### src/rtl/game_state_ctrl.sv
// Game flow FSM for a flappy-style game: start, play, die, hold-off, restart.
// Tracks collisions, the BCD score and the best score since reset.
module game_state_ctrl #(
  parameter int BIRD_X    = 160,
  parameter int BIRD_SIZE = 16,
  parameter int PIPE_W    = 52,
  parameter int GAP_H     = 120,
  parameter int GROUND_Y  = 464,
  parameter int OVER_HOLD = 64
) (
  input  logic        gameClk,
  input  logic        reset,
  input  logic        button,
  input  logic [10:0] bird_y,
  input  logic [10:0] pipe1_x,
  input  logic [10:0] pipe1_y,
  input  logic [10:0] pipe2_x,
  input  logic [10:0] pipe2_y,
  input  logic        passColumn,
  output logic        finished,
  output logic        playing,
  output logic        collide,
  output logic [15:0] score_bcd,
  output logic [15:0] best_bcd
);

  typedef enum logic [1:0] {
    S_IDLE,
    S_PLAYING,
    S_DYING,
    S_OVER
  } state_t;

  localparam logic [11:0] BX0  = 12'(BIRD_X);
  localparam logic [11:0] BX1  = 12'(BIRD_X + BIRD_SIZE);
  localparam logic [11:0] BS   = 12'(BIRD_SIZE);
  localparam logic [11:0] PW   = 12'(PIPE_W);
  localparam logic [11:0] GH   = 12'(GAP_H);
  localparam logic [11:0] GND  = 12'(GROUND_Y);
  localparam logic [6:0]  HOLD = 7'(OVER_HOLD);
  localparam logic [15:0] SMAX = 16'h9999;

  state_t      state;
  state_t      state_nx;
  logic [6:0]  hold_cnt;
  logic        hold_done;
  logic [11:0] by;
  logic        hit_a;
  logic        hit_b;
  logic        hit_gnd;
  logic        hit_top;
  logic        score_en;

  // Hit when the x-spans overlap and the bird is not fully inside the gap.
  function automatic logic col_hit(
    input logic [11:0] px,
    input logic [11:0] py,
    input logic [11:0] y
  );
    logic x_ov;
    logic y_in;
    x_ov = (BX0 < px + PW) && (px < BX1);
    y_in = (y >= py) && (y + BS <= py + GH);
    return x_ov && !y_in;
  endfunction

  function automatic logic [15:0] bcd_inc(input logic [15:0] v);
    logic [15:0] r;
    logic        c;
    r = v;
    c = 1'b1;
    for (int i = 0; i < 4; i++) begin
      if (c) begin
        if (v[i*4 +: 4] == 4'd9) begin
          r[i*4 +: 4] = 4'd0;
        end else begin
          r[i*4 +: 4] = v[i*4 +: 4] + 4'd1;
          c = 1'b0;
        end
      end
    end
    return r;
  endfunction

  assign by      = {1'b0, bird_y};
  assign hit_a   = col_hit({1'b0, pipe1_x}, {1'b0, pipe1_y}, by);
  assign hit_b   = col_hit({1'b0, pipe2_x}, {1'b0, pipe2_y}, by);
  assign hit_gnd = (by + BS >= GND);
  assign hit_top = (by == 12'd0);

  assign hold_done = (hold_cnt >= HOLD);
  assign score_en  = (state == S_PLAYING) && passColumn
                   && !collide && (score_bcd != SMAX);

  always_ff @(posedge gameClk or negedge reset) begin
    if (!reset) begin
      state <= S_IDLE;
    end else begin
      state <= state_nx;
    end
  end

  always_comb begin
    state_nx = state;
    unique case (state)
      S_IDLE:    if (button) state_nx = S_PLAYING;
      S_PLAYING: if (collide) state_nx = S_DYING;
      S_DYING:   state_nx = S_OVER;
      S_OVER:    if (button && hold_done) state_nx = S_IDLE;
    endcase
  end

  always_comb begin
    finished = 1'b0;
    playing  = 1'b0;
    unique case (state)
      S_IDLE:    ;
      S_PLAYING: playing = 1'b1;
      S_DYING:   finished = 1'b1;
      S_OVER:    finished = 1'b1;
    endcase
  end

  always_ff @(posedge gameClk or negedge reset) begin
    if (!reset) begin
      collide   <= 1'b0;
      score_bcd <= 16'h0000;
      best_bcd  <= 16'h0000;
      hold_cnt  <= 7'd0;
    end else begin
      collide <= hit_a | hit_b | hit_gnd | hit_top;
      if (state == S_IDLE && button) begin
        score_bcd <= 16'h0000;
      end else if (score_en) begin
        score_bcd <= bcd_inc(score_bcd);
      end
      // Packed BCD orders the same as binary, so a plain compare works.
      if (state == S_DYING && score_bcd > best_bcd) begin
        best_bcd <= score_bcd;
      end
      if (state != S_OVER) begin
        hold_cnt <= 7'd0;
      end else if (!hold_done) begin
        hold_cnt <= hold_cnt + 7'd1;
      end
    end
  end

endmodule
### config.mk
export PLATFORM = sky130hd
export DESIGN_NAME = game_state_ctrl
export DESIGN_NICKNAME = d
export VERILOG_FILES = /design/src/rtl/game_state_ctrl.sv
export SDC_FILE = /design/constraint.sdc
export NUM_CORES = 1
export LEC_CHECK = 0
export ABC_AREA = 1
export BUFFER_PORTS_ARGS = -buffer_cell sky130_fd_sc_hd__buf_2
export CAP_MARGIN = 20
export CORE_ASPECT_RATIO = 1.5
export CORE_UTILIZATION = 35
export CTS_CLUSTER_SIZE = 12
export DETAILED_ROUTE_END_ITERATION = 10
export PLACE_DENSITY = 0.56
export SLEW_MARGIN = 10
export SYNTH_ARGS = -nofsm -noshare
export SYNTH_HDL_FRONTEND = slang
export SYNTH_SLANG_ARGS = --single-unit
### constraint.sdc
create_clock -name gameClk -period 1.7 [get_ports gameClk]
set_clock_uncertainty 0.1 [all_clocks]
set_input_delay 0.17 -clock gameClk [delete_from_list [all_inputs] [get_ports gameClk]]
set_output_delay 0.17 -clock gameClk [all_outputs]
set_load 0.05 [all_outputs]
== Word level (Yosys, flattened, before mapping) ==
Index checks and enable logic that the tools add are counted.
W data, S select, Z words.

* Latch bits: 0
* Register bits after elaboration: 42
* Output and inout port bits: 35
* RAM bits: 0
* ROM bits: 0
* Memories: 0
* Input bits: 59

* $lt $le $gt $ge: 11
* Multipliers: 0
* Muxes and demuxes: 28
* Bitwise logic cells: 3
* Div/mod/pow operators: 0
* Reductions and logical operators: 26
* $add $sub $neg: 10
* Equal/unequal tests: 13
* Shift-type cells: 0

{| class="wikitable"
|+ Operator list
! operator !! number
|-
| $mux W16 || 2
|-
| $mux W4 || 7
|-
| $add A11 B6 Y12 const B || 2
|-
| $add A11 B7 Y12 const B || 2
|-
| $le A12 B12 Y1 || 2
|-
| $lt A8 B12 Y1 const A || 2
|-
| $ge A11 B11 Y1 || 2
|-
| $lt A11 B8 Y1 const B || 2
|-
| $add A4 B1 Y4 const B || 4
|-
| $eq A4 B4 Y1 const B || 4
|-
| $gt A16 B16 Y1 || 1
|-
| $ne A16 B16 Y1 const B || 1
|-
| $mux W7 || 2
|-
| $mux W1 || 13
|-
| $add A11 B5 Y12 const B || 1
|-
| $ge A12 B9 Y1 const B || 1
|-
| $logic_and A1 B1 Y1 || 12
|-
| $logic_not A12 Y1 || 1
|-
| $ne A2 B2 Y1 const B || 4
|-
| $pmux W2 S4 || 1
|-
| $reduce_bool A2 Y1 || 4
|-
| $add A7 B1 Y7 const B || 1
|-
| $ge A7 B7 Y1 const B || 1
|-
| $mux W2 || 3
|-
| 9 further kinds || 16
|}

== Depth between registers and ports, before layout ==
* Word-level depth: 15
* Mapped depth: 18
* Mapped depth without buffers: 18

== Least setup slack after synthesis ==
No wires, ideal clock.

* Path kind: flip-flop to flip-flop
* Start point: register score_bcd[3]
* End point: register best_bcd[10]
* Required time: 1.481 ns
* Period minus slack after synthesis: 2.111 ns
* Path slack: -0.411 ns
* Stages on the path, launching flop included: 11
* Arrival: 1.892 ns
* Cell sequence: dfrtp_1 -> ha_1 -> nand2_1 -> inv_1 -> nand3_1 -> nor3_1 -> a21oi_2 -> nand2_4 -> buf_6 -> nand2_1 -> nand2_1

* Word-level cells in the longest chain between the ends: 2

{| class="wikitable"
|+ RTL lines
! element !! line !! source
|-
| from (decl) || 23 || <nowiki>output logic [15:0] score_bcd,</nowiki>
|-
| from (signal assigned) || 135 || <nowiki>score_bcd <= bcd_inc(score_bcd);</nowiki>
|-
| $gt A16 B16 Y1 || 138 || <nowiki>if (state == S_DYING && score_bcd > best_bcd) begin</nowiki>
|-
| $logic_and A1 B1 Y1 || 138 ||
|-
| to (signal assigned) || 139 || <nowiki>best_bcd <= score_bcd;</nowiki>
|-
| to (decl) || 24 || <nowiki>output logic [15:0] best_bcd</nowiki>
|}

No other way between the ends.
A chain may end at the register's enable or synchronous reset.

== Worst setup path in the final report ==
* Start point: register best_bcd[14]
* End point: register best_bcd[14]

* Word-level cells in the longest chain between the ends: 2

{| class="wikitable"
|+ RTL lines
! element !! line
|-
| $gt A16 B16 Y1 || 138
|-
| $logic_and A1 B1 Y1 || 138
|}

No other way between the ends.

==> reports/qor.yml <==
placement:
  post-place-cells: 938
  port_buffers: 93
  hpwl_um: 10300
  place_congestion: 0.847
cells_and_area:
  nets: 938
  area_delta_synth_final_pct: 58.3
  insertedDiodeCount: 0
  instances_no_fill: 959
  drive_above_1_share_pct: 46.2
  fill_cells: 1083
drt:
  drc_errors: 0
  wl_um: 13000
  vias: 4642
  via_per_inst: 4.84
  firstDrtPassIters: 4
  postRouteAntennaNets: 0
  route.detailed.wl_per_inst_um: 13.6
  drt-initial-drc-count: 79
setup_path:
  worstSetupEndpointType: "flop"
  critPathMaxFanout: 8
  worstSetupPathType: "reg2reg"
  worstPathArrival_ns: 1.92
  crit_required_ns: 1.77
  start_kind: "flop"
synth:
  synth.distinct_cells: 38
  synth_area_mm2: 0.00425
  ys_top_cells_by_area: "dfrtp_1 (25%), ha_1 (22%), nand2_1 (14%), inv_1 (9.5%), nand3_1 (5.8%)"
  yosysSeqAreaShare_pct: 24.7
  yosysMostFrequentCell: "nand2_1"
  syn_avg_cell_area_um2: 7.01
  yosysTopAreaCellShare_pct: 24.7
  async_flop_share_pct: 100
  ys_warn_count: 0
  ys.flop_type: "dfrtp_1"
  synthCells: 607
  synth-edff-count: 0
  synth_nets: 740
  synth.top_cells.by_count: "nand2_1 (158), inv_1 (108), ha_1 (74)"
  netlist.top_cell.by_area: "dfrtp_1"
  synth-seq-cells: 42
die:
  start_util_pct: 35.8
  std_cell_rows: 49
  die_y_um: 137
  coreArea_mm2: 0.0119
  dieArea_mm2: 0.0126
  ios: 94
  floorplan.die.width_um: 92.0
global_routing:
  overflow: 0
  track_usage_pct: 20.5
  grt_pass1_vias: 4648
  grt_pass1_wl_um: 20400
  grt_max_degree: 33
  antenna_found_initial: 0
clock_network:
  cts_tree: "yes"
  clk_path_buf_depth: 2
  cts_buffers: 5
  clkSinkCount: 42
  clk_pin_slew_ns: 0.06
  clk_latency_ns: 0.29
  cts_htree_levels: 2
  cts-root-buf: "clkbuf_16"
run:
  drv_cap: 0
timing:
  fin_crit_sh_pct: 109
  layout_setup_ws_ns: -0.147
  rsz0062_at_grt: "true"
  max_freq_mhz: 541
  maxSlewHeadroom_pct: 80.4
  worstMarginPinSlew_ns: 0.294
  setup_violations: 30
  fin_crit_ns: 1.85
  hold_violations: 0
  drv_slew: 0
  finalHoldWorstSlack_ns: 0.168
power_and_ir_drop:
  vdd_drop_max_uv: 364
  finalPower_mw: 2.71
  powerDensity_mw_per_mm2: 402
  cellLeakagePower_nw: 3.47
min_path:
  min_path_type: "in2reg"
outcome:
  failed_checks: "setup timing"
  status: "finished, violations left"
==> cells by family (layout without fill, tap and decap cells) <==
logic type,count (synthesis),count (layout),synth area share [%]
buffers and inverters,112,310,10.3
AND/OR/NAND/NOR,303,304,31.7
flip-flops,42,42,24.7
adder cells (fa/ha/maj),74,74,21.8
XOR/XNOR,16,16,3.30
AO/OA/AOI/OAI,60,60,8.27
==> worst max-delay path: stages, from the launching register on <==
cell and delay (ns):
dfrtp_2 0.41, inv_2 0.07, ha_4 0.19, nand4_1 0.15, nor3_2 0.05, buf_4 0.16, a21oi_4 0.23, buf_6 0.15
nand2_8 0.07, nand2_1 0.07, nand2_1 0.06
==> report_power, final <==
group | switching, mW | internal (mW) | total [mW] | leakage [nW]
Sequential | 0.00253 | 1.00 | 1.00 | 0.485
Combinational | 0.395 | 0.329 | 0.724 | 2.91
Clock | 0.392 | 0.586 | 0.979 | 0.0712
Total | 0.790 | 1.92 | 2.71 | 3.47
==> layout make-up <==
class | count | area [µm²] | area share [%]
inverters | 108 | 428 | 6.36
well taps | 153 | 191 | 2.84
flip-flops and latches | 42 | 1090 | 16.2
clock buffers | 8 | 146 | 2.17
multi-input cells | 454 | 3560 | 52.8
repair buffers | 194 | 1320 | 19.6
==> layout by cell type, fill, tap and decap left out, types with 4 or more instances in the layout <==
master	n
a21o_1	4
a21oi_1	23
a21oi_2	6
buf_2	86
buf_4	91
buf_6	13
clkbuf_16	5
dfrtp_1	10
dfrtp_2	32
ha_1	54
ha_4	19
inv_1	88
inv_2	15
nand2_1	137
nand2_2	16
nand2_4	9
nand2_8	6
nand3_1	23
nand3_2	20
nand3_4	7
nand4_1	13
nor2_1	43
nor2_4	10
nor3_1	5
o21ai_2	9
xor2_1	11
==> per-stage QoR <==
stage	setup WS [ns]	setup TNS (ns)	util, %	cell area (µm²)
6_report	-0.147	-2.75	56.6	6730
5_1_grt	-0.220	-5.29	56.6	6730
4_1_cts	-0.104	-1.92	53.2	6330
3_5_place_dp	-0.442	-4.69	48.5	5770
3_3_place_gp	-0.357	-3.80	48.5	5770
2_1_floorplan	-0.220	-3.16	-	4450
==> sequential cells by signal (all words and copies together), names as in the netlist <==
name,flops
best_bcd,16
state,2
score_bcd,16
collide,1
hold_cnt,7
==> per-layer routing <==
metal	part of all wire, %	global-route usage (%)	wire, µm
met1	33	17.7	4360
met2	61	44.9	7900
met3	2.3	2.39	305
met4	3.6	9.03	471
met5	0	0	0
==> worst paths after layout <==
kind	depth (start not counted)	from	slack, ns	endpoint
worst max-delay path	10	best_bcd[14]	-0.15	best_bcd[14]
worst min-delay path	5	pipe1_x[8]	0.17	collide
worst max register to register	10	best_bcd[14]	-0.15	best_bcd[14]
worst min register to register	2	best_bcd[7]	0.39	best_bcd[7]
max in group asynchronous	3	reset	0.79	score_bcd[5]
min in group asynchronous	2	reset	0.22	best_bcd[14]
==> timing repair <==
| item | 4_1_cts | 5_1_grt |
|---|---|---|
| buffers inserted | 7 | 5 |
| endpoints found under the hold margin | 42 | 0 |
| resized for setup | 73 | 85 |
| gates cloned | 0 | 1 |
| hold buffers | 1 | 0 |
| setup endpoints to repair | 31 | 36 |
| pin swaps | 38 | 18 |
Note: power is estimated with default switching activity, not from simulation.
